--- src/rtl/mem_arb_pkg.sv ---
// Shared encodings for the unified-memory port arbiter: FSM states and grant ids.
package mem_arb_pkg;

    typedef enum logic [1:0] {
        ST_IDLE  = 2'd0,
        ST_ISSUE = 2'd1,
        ST_WAIT  = 2'd2,
        ST_ACK   = 2'd3
    } arb_state_t;

    localparam logic GNT_IF = 1'b0;
    localparam logic GNT_D  = 1'b1;

    localparam int CNT_W = 4;

endpackage

--- src/rtl/mem_port_arbiter.sv ---
// Shares one single-port, fixed-latency memory between the IF fetch port and the
// MEM load/store port; one access in flight, round-robin on ties, fetch flush support.
//
// state | meaning
// IDLE  | no access in flight; requests sampled and arbitrated
// ISSUE | mem_cs strobe for the granted access
// WAIT  | LAT cycles for read data; data captured in the last one
// ACK   | one-cycle ack to the granted port (fetch ack suppressed if killed)
module mem_port_arbiter
    import mem_arb_pkg::*;
#(
    parameter int ADDR_W = 32,
    parameter int DATA_W = 32,
    parameter int LAT    = 1
) (
    input  logic              clk,
    input  logic              rst,
    input  logic              if_req,
    input  logic [ADDR_W-1:0] if_addr,
    input  logic              if_flush,
    output logic              if_ack,
    output logic [DATA_W-1:0] if_rdata,
    input  logic              d_req,
    input  logic              d_wen,
    input  logic [ADDR_W-1:0] d_addr,
    input  logic [DATA_W-1:0] d_wdata,
    output logic              d_ack,
    output logic [DATA_W-1:0] d_rdata,
    output logic              mem_cs,
    output logic              mem_we,
    output logic [ADDR_W-1:0] mem_addr,
    output logic [DATA_W-1:0] mem_din,
    input  logic [DATA_W-1:0] mem_dout,
    output logic              busy
);

    if (LAT < 1 || LAT > 15) begin : g_lat_range
        $error("mem_port_arbiter: LAT must be within 1..15");
    end

    localparam logic [CNT_W-1:0] LAT_M1 = CNT_W'(LAT - 1);

    arb_state_t        state_q, state_d;
    logic              last_gnt_q, last_gnt_d;
    logic              gnt_q, gnt_d;
    logic              kill_q, kill_d;
    logic              wen_q, wen_d;
    logic [CNT_W-1:0]  cnt_q, cnt_d;
    logic              mem_cs_q, mem_cs_d;
    logic              mem_we_q, mem_we_d;
    logic [ADDR_W-1:0] mem_addr_q, mem_addr_d;
    logic [DATA_W-1:0] mem_din_q, mem_din_d;
    logic              if_ack_q, if_ack_d;
    logic              d_ack_q, d_ack_d;
    logic [DATA_W-1:0] if_rdata_q, if_rdata_d;
    logic [DATA_W-1:0] d_rdata_q, d_rdata_d;
    logic              busy_q, busy_d;
    logic              pick_d;

    always_comb begin
        state_d    = state_q;
        last_gnt_d = last_gnt_q;
        gnt_d      = gnt_q;
        kill_d     = kill_q;
        wen_d      = wen_q;
        cnt_d      = cnt_q;
        mem_cs_d   = 1'b0;
        mem_we_d   = 1'b0;
        mem_addr_d = mem_addr_q;
        mem_din_d  = mem_din_q;
        if_ack_d   = 1'b0;
        d_ack_d    = 1'b0;
        if_rdata_d = if_rdata_q;
        d_rdata_d  = d_rdata_q;
        pick_d     = 1'b0;

        case (state_q)
            ST_IDLE: begin
                if (if_req || d_req) begin
                    // Data wins when alone, or on a tie if fetch was served last.
                    pick_d     = d_req && (!if_req || (last_gnt_q == GNT_IF));
                    gnt_d      = pick_d ? GNT_D : GNT_IF;
                    last_gnt_d = gnt_d;
                    if (pick_d) begin
                        mem_addr_d = d_addr;
                        mem_din_d  = d_wdata;
                        wen_d      = d_wen;
                    end else begin
                        mem_addr_d = if_addr;
                        mem_din_d  = '0;
                        wen_d      = 1'b0;
                    end
                    mem_cs_d = 1'b1;
                    mem_we_d = wen_d;
                    state_d  = ST_ISSUE;
                end
            end
            ST_ISSUE: begin
                if ((gnt_q == GNT_IF) && if_flush) kill_d = 1'b1;
                cnt_d   = LAT_M1;
                state_d = ST_WAIT;
            end
            ST_WAIT: begin
                if ((gnt_q == GNT_IF) && if_flush) kill_d = 1'b1;
                if (cnt_q == '0) begin
                    state_d = ST_ACK;
                    if (gnt_q == GNT_IF) begin
                        if_rdata_d = mem_dout;
                        if_ack_d   = !(kill_q || if_flush);
                    end else begin
                        if (!wen_q) d_rdata_d = mem_dout;
                        d_ack_d = 1'b1;
                    end
                end else begin
                    cnt_d = cnt_q - 1'b1;
                end
            end
            ST_ACK: begin
                if ((gnt_q == GNT_IF) && if_flush) kill_d = 1'b1;
                state_d = ST_IDLE;
            end
            default: state_d = ST_IDLE;
        endcase

        if (state_d == ST_IDLE) kill_d = 1'b0;
        busy_d = (state_d != ST_IDLE);
    end

    always_ff @(posedge clk) begin
        if (rst) begin
            state_q    <= ST_IDLE;
            last_gnt_q <= GNT_IF;
            gnt_q      <= GNT_IF;
            kill_q     <= 1'b0;
            wen_q      <= 1'b0;
            cnt_q      <= '0;
            mem_cs_q   <= 1'b0;
            mem_we_q   <= 1'b0;
            mem_addr_q <= '0;
            mem_din_q  <= '0;
            if_ack_q   <= 1'b0;
            d_ack_q    <= 1'b0;
            if_rdata_q <= '0;
            d_rdata_q  <= '0;
            busy_q     <= 1'b0;
        end else begin
            state_q    <= state_d;
            last_gnt_q <= last_gnt_d;
            gnt_q      <= gnt_d;
            kill_q     <= kill_d;
            wen_q      <= wen_d;
            cnt_q      <= cnt_d;
            mem_cs_q   <= mem_cs_d;
            mem_we_q   <= mem_we_d;
            mem_addr_q <= mem_addr_d;
            mem_din_q  <= mem_din_d;
            if_ack_q   <= if_ack_d;
            d_ack_q    <= d_ack_d;
            if_rdata_q <= if_rdata_d;
            d_rdata_q  <= d_rdata_d;
            busy_q     <= busy_d;
        end
    end

    assign if_ack   = if_ack_q;
    assign d_ack    = d_ack_q;
    assign if_rdata = if_rdata_q;
    assign d_rdata  = d_rdata_q;
    assign mem_cs   = mem_cs_q;
    assign mem_we   = mem_we_q;
    assign mem_addr = mem_addr_q;
    assign mem_din  = mem_din_q;
    assign busy     = busy_q;

endmodule

--- config.mk ---
export PLATFORM = sky130hd
export DESIGN_NAME = mem_port_arbiter
export DESIGN_NICKNAME = d
export VERILOG_FILES = /design/src/rtl/mem_arb_pkg.sv /design/src/rtl/mem_port_arbiter.sv
export SDC_FILE = /design/constraint.sdc
export NUM_CORES = 1
export LEC_CHECK = 0
export CORE_MARGIN = 8
export CORE_UTILIZATION = 37
export CTS_CLUSTER_SIZE = 10
export DETAILED_ROUTE_END_ITERATION = 10
export GPL_TIMING_DRIVEN = 1
export PLACE_DENSITY = 0.76
export SYNTH_ARGS = -nofsm -noshare
export SYNTH_HDL_FRONTEND = slang
export SYNTH_SLANG_ARGS = --single-unit
--- constraint.sdc ---
create_clock -name clk -period 1.5 [get_ports clk]
set_input_delay 0.45 -clock clk [delete_from_list [all_inputs] [get_ports clk]]
set_output_delay 0.45 -clock clk [all_outputs]
set_load 0.02 [all_outputs]
==> results.txt <==
----------------------------------------------------
[Place]
  Standard cell area after detailed placement ... 8630 sq um
  Weighted congestion at the end of routability-driven global placement ... 0.815
  Number of placed instances, taps included ... 997
  Port Buf Inserts ... approximately 270
  DP HPWL ... 13,800 microns
  Post-placement setup slack ... -0.438 ns

[GRT]
  Maximum number of pins on one net before global-route repair ... 71
  Total grt overflow ... 0
  Number of antenna violations at the first check in global routing ... 1
  Vias in the first global route ... 5,620
  Wire length of the first global-routing pass ... 30,000 microns
  GRT Resource Usage Total ... 19.2%

[Layout]
  Layout Cells excl Fill ... 1,049
  Layout overhead on the synthesized area ... 62.3%
  Antenna diode count ... 0
  Leading cell type in the layout, fill and taps excluded ... sky130_fd_sc_hd__dfxtp_1
  Design area ... between 9000 and 10,000 sq um
  Share of cells above drive strength 1 ... 27.9%
  Final net count ... 987
  Most frequent cells in the layout ... 138 x sky130_fd_sc_hd__dfxtp_1, 130 x sky130_fd_sc_hd__clkdlybuf4s50_1, 108 x sky130_fd_sc_hd__buf_2, 98 x sky130_fd_sc_hd__nand2b_1, 62 x sky130_fd_sc_hd__mux2i_1

[Power and ir drop]
  Maximum VDD drop ... 0.910 mV
  LEAKAGE ... 0.00406 uW
  Post-layout total power ... 14,900 uW
  Power Dens Cells ... 1630 nW/um^2

[STA]
  Final critical delay including setup and external delays ... 1.62 ns
  Slew of the pin with the lowest slew margin ... 0.394 ns
  Post-layout worst setup margin ... -0.119 ns
  Worst Clk Skew ... 0.00813 ns
  Slew headroom ... 73.7%
  Final count of hold timing violations ... 0
  Post-route clock period utilization ... 108%
  Post-route setup TNS ... -3.14 ns
  Unrepaired setup endpoints after global routing ... true
  Final setup vio count ... 80
  Maximum frequency from static timing analysis ... 0.618 GHz
  Max Slew Vio Count ... 0

[Critical path]
  Setup slack on the worst flop-to-flop path ... -0.12 ns
  Critical path class ... flop to flop
  Critical Path End ... d_rdata[4]$_SDFFE_PP0P_
  Endpoint of the worst-slack reg-to-reg timing path ... d_rdata[4]$_SDFFE_PP0P_
  Reg2reg start ... state_q[0]$_SDFF_PP0_
  Start point of the critical path ... state_q[0]$_SDFF_PP0_
  Data arrival, critical path ... 1.95 ns
  Required time of the worst setup path ... 1.84 ns
  Nature of the critical path startpoint ... flop
  Number of cells on the worst reg-to-reg path ... 7
  Crit path capture type ... flop
  Max Fanout on Critical Path ... 5

[Clock network]
  H-Tree Level Count ... 4
  Root buffer cell ... sky130_fd_sc_hd__clkbuf_16
  Clock latency at the later pin of the worst-skew pair ... 0.42 ns
  CTS tree ... yes
  Hold-fix buffer count after cts ... 0
  Number of clock sinks ... roughly 140
  Number of buffers inserted during clock tree synthesis ... 17
  CTS max path bufs ... 2
  Clock-pin slew on the worst setup and hold paths ... approximately 0.060 ns

[Drt]
  DRC violation total after the first TritonRoute iteration ... 261
  Count of vias placed by the detailed router ... 5,334
  Post-DRT Antenna Nets ... 0
  Average wire length per cell after detail routing ... 19.1 microns
  Drt via density ... 5.08
  Final routed wirelength across all metal layers ... 20,000 microns
  Remaining routing DRC violations ... 0
  First-pass DRT Iterations ... 4

[Logic synthesis]
  Number of synthesis warnings ... 0
  Net count after synthesis ... 705
  Flip-flop and latch count after synthesis ... 142
  Number of distinct library cells after synthesis ... 38
  Proportion of synthesized chip area in sequential cells ... about half
  Syn_area_per_cell ... 10.0 sq um
  Async S/R FF share, synth ... 0%
  Predominant post-synthesis flop cell ... sky130_fd_sc_hd__dfxtp_1
  Netlist area before placement ... 5660 sq um
  Count of mapped cells out of synthesis ... 566
  Number of enable-type register cells in the synthesized netlist ... 0

[Die]
  Core box area ... 15,100 sq um
  Die Area ... 19,500 sq um
  Number of I/O pins ... ~270
  Die width ... about 140 microns
  Starting utilization of the core area ... 37.5%
  Die H ... 140 microns
  Core Rows ... 45

[Min path]
  Worst hold path class ... input port to flop

[Job]
  Number of maximum-capacitance constraint violations ... 0

[Status]
  Result of the run ... complete, but fails checks
  Violated checks ... negative setup slack

----------------------------------------------------
layout make-up:
| cell class | count | area (sq um) |
|---|---|---|
| clock buffers | 19 | 443 |
| clock inverters | 13 | 130 |
| fillers | 1285 | 5910 |
| inverters | 4 | 17.5 |
| multi-input cells | 374 | 2690 |
| flip-flops and latches | 142 | 2850 |
| well taps | 188 | 235 |
| repair buffers | 309 | 2820 |
critical path, cell delays in order, from the launching register on:
cell and delay (ns):
sky130_fd_sc_hd__dfxtp_2 0.36, sky130_fd_sc_hd__inv_4 0.05, sky130_fd_sc_hd__ha_4 0.15, sky130_fd_sc_hd__and4bb_2 0.25, sky130_fd_sc_hd__nand3b_1 0.18, sky130_fd_sc_hd__buf_6 0.20
sky130_fd_sc_hd__buf_12 0.13, sky130_fd_sc_hd__mux2i_1 0.21
worst min path at each step:
stage	startpoint	to	depth (start not counted)
after global placement	kill_q$_SDFFE_PP0P_	if_ack$_SDFF_PP0_	1
after CTS	rst	cnt_q[3]$_SDFFE_PP0P_	2
after floorplan	kill_q$_SDFFE_PP0P_	if_ack$_SDFF_PP0_	1
after global routing	rst	cnt_q[3]$_SDFFE_PP0P_	2
after detailed placement	kill_q$_SDFFE_PP0P_	if_ack$_SDFF_PP0_	1
final	rst	cnt_q[3]$_SDFFE_PP0P_	2
cell usage after synthesis (3+ instances only):
master | n | area [sq um]
sky130_fd_sc_hd__clkbuf_1 | 17 | 63.8
sky130_fd_sc_hd__a21oi_1 | 37 | 185
sky130_fd_sc_hd__nor3_1 | 4 | 20.0
sky130_fd_sc_hd__nor2b_1 | 4 | 25.0
sky130_fd_sc_hd__nor2_1 | 37 | 139
sky130_fd_sc_hd__nand2b_1 | 98 | 613
sky130_fd_sc_hd__mux2i_1 | 64 | 641
sky130_fd_sc_hd__dfxtp_1 | 142 | 2840
sky130_fd_sc_hd__a211oi_1 | 32 | 240
sky130_fd_sc_hd__buf_4 | 5 | 37.5
sky130_fd_sc_hd__a22o_1 | 32 | 280
sky130_fd_sc_hd__buf_2 | 17 | 85.1
sky130_fd_sc_hd__inv_1 | 4 | 15.0
sky130_fd_sc_hd__ha_1 | 5 | 62.6
sky130_fd_sc_hd__o21ai_0 | 3 | 15.0
sky130_fd_sc_hd__buf_6 | 6 | 67.6
sky130_fd_sc_hd__nand2_1 | 34 | 128
stage by stage:
stage / util [%] / hold WS [ns]
floorplan: - / 0.399
global placement: 57.2 / 0.435
detailed placement: 57.2 / 0.433
CTS: 61.9 / 0.352
global route: 60.9 / 0.369
finish: 60.9 / 0.361
logic make-up (layout without fill, tap and decap cells):
kind of cell / after synthesis / in the layout / share of synthesized area (%)
AOI/OAI and AO/OA: 113 / 113 / 14.2
adders and majority gates: 5 / 5 / 1.11
buffers and inverters: 50 / 345 / 4.82
DFF: 142 / 142 / 50.2
muxes: 64 / 64 / 11.3
and+or+nand+nor: 192 / 192 / 18.3
sequential cells by signal, indices dropped and copies added, names as in the netlist:
register	flops
if_rdata	32
if_ack	1
cnt_q	4
mem_din	32
state_q	2
mem_we	1
wen_q	1
kill_q	1
d_ack	1
d_rdata	32
gnt_q	1
mem_cs	1
mem_addr	32
busy	1
power breakdown:
group	switching, uW	internal [uW]
Sequential	443	4550
Combinational	3190	2680
Clock	1690	2360
Total	5330	9590
per-layer routing:
metal / vias up / wire length (microns) / track usage [%]
li1: 2521 / - / -
met1: 2537 / 7950 / 20.8
met2: 250 / 9810 / 32.5
met3: 24 / 1970 / 8.79
met4: 2 / 260 / 6.40
met5: - / 13 / 0
repair_timing:
item	CTS	global route
gates resized for setup	461	92
pin swaps	3	24
gates cloned	4	8
setup endpoints to repair	209	189
setup buffers	7	2
Note: power is estimated with default switching activity, not from simulation.
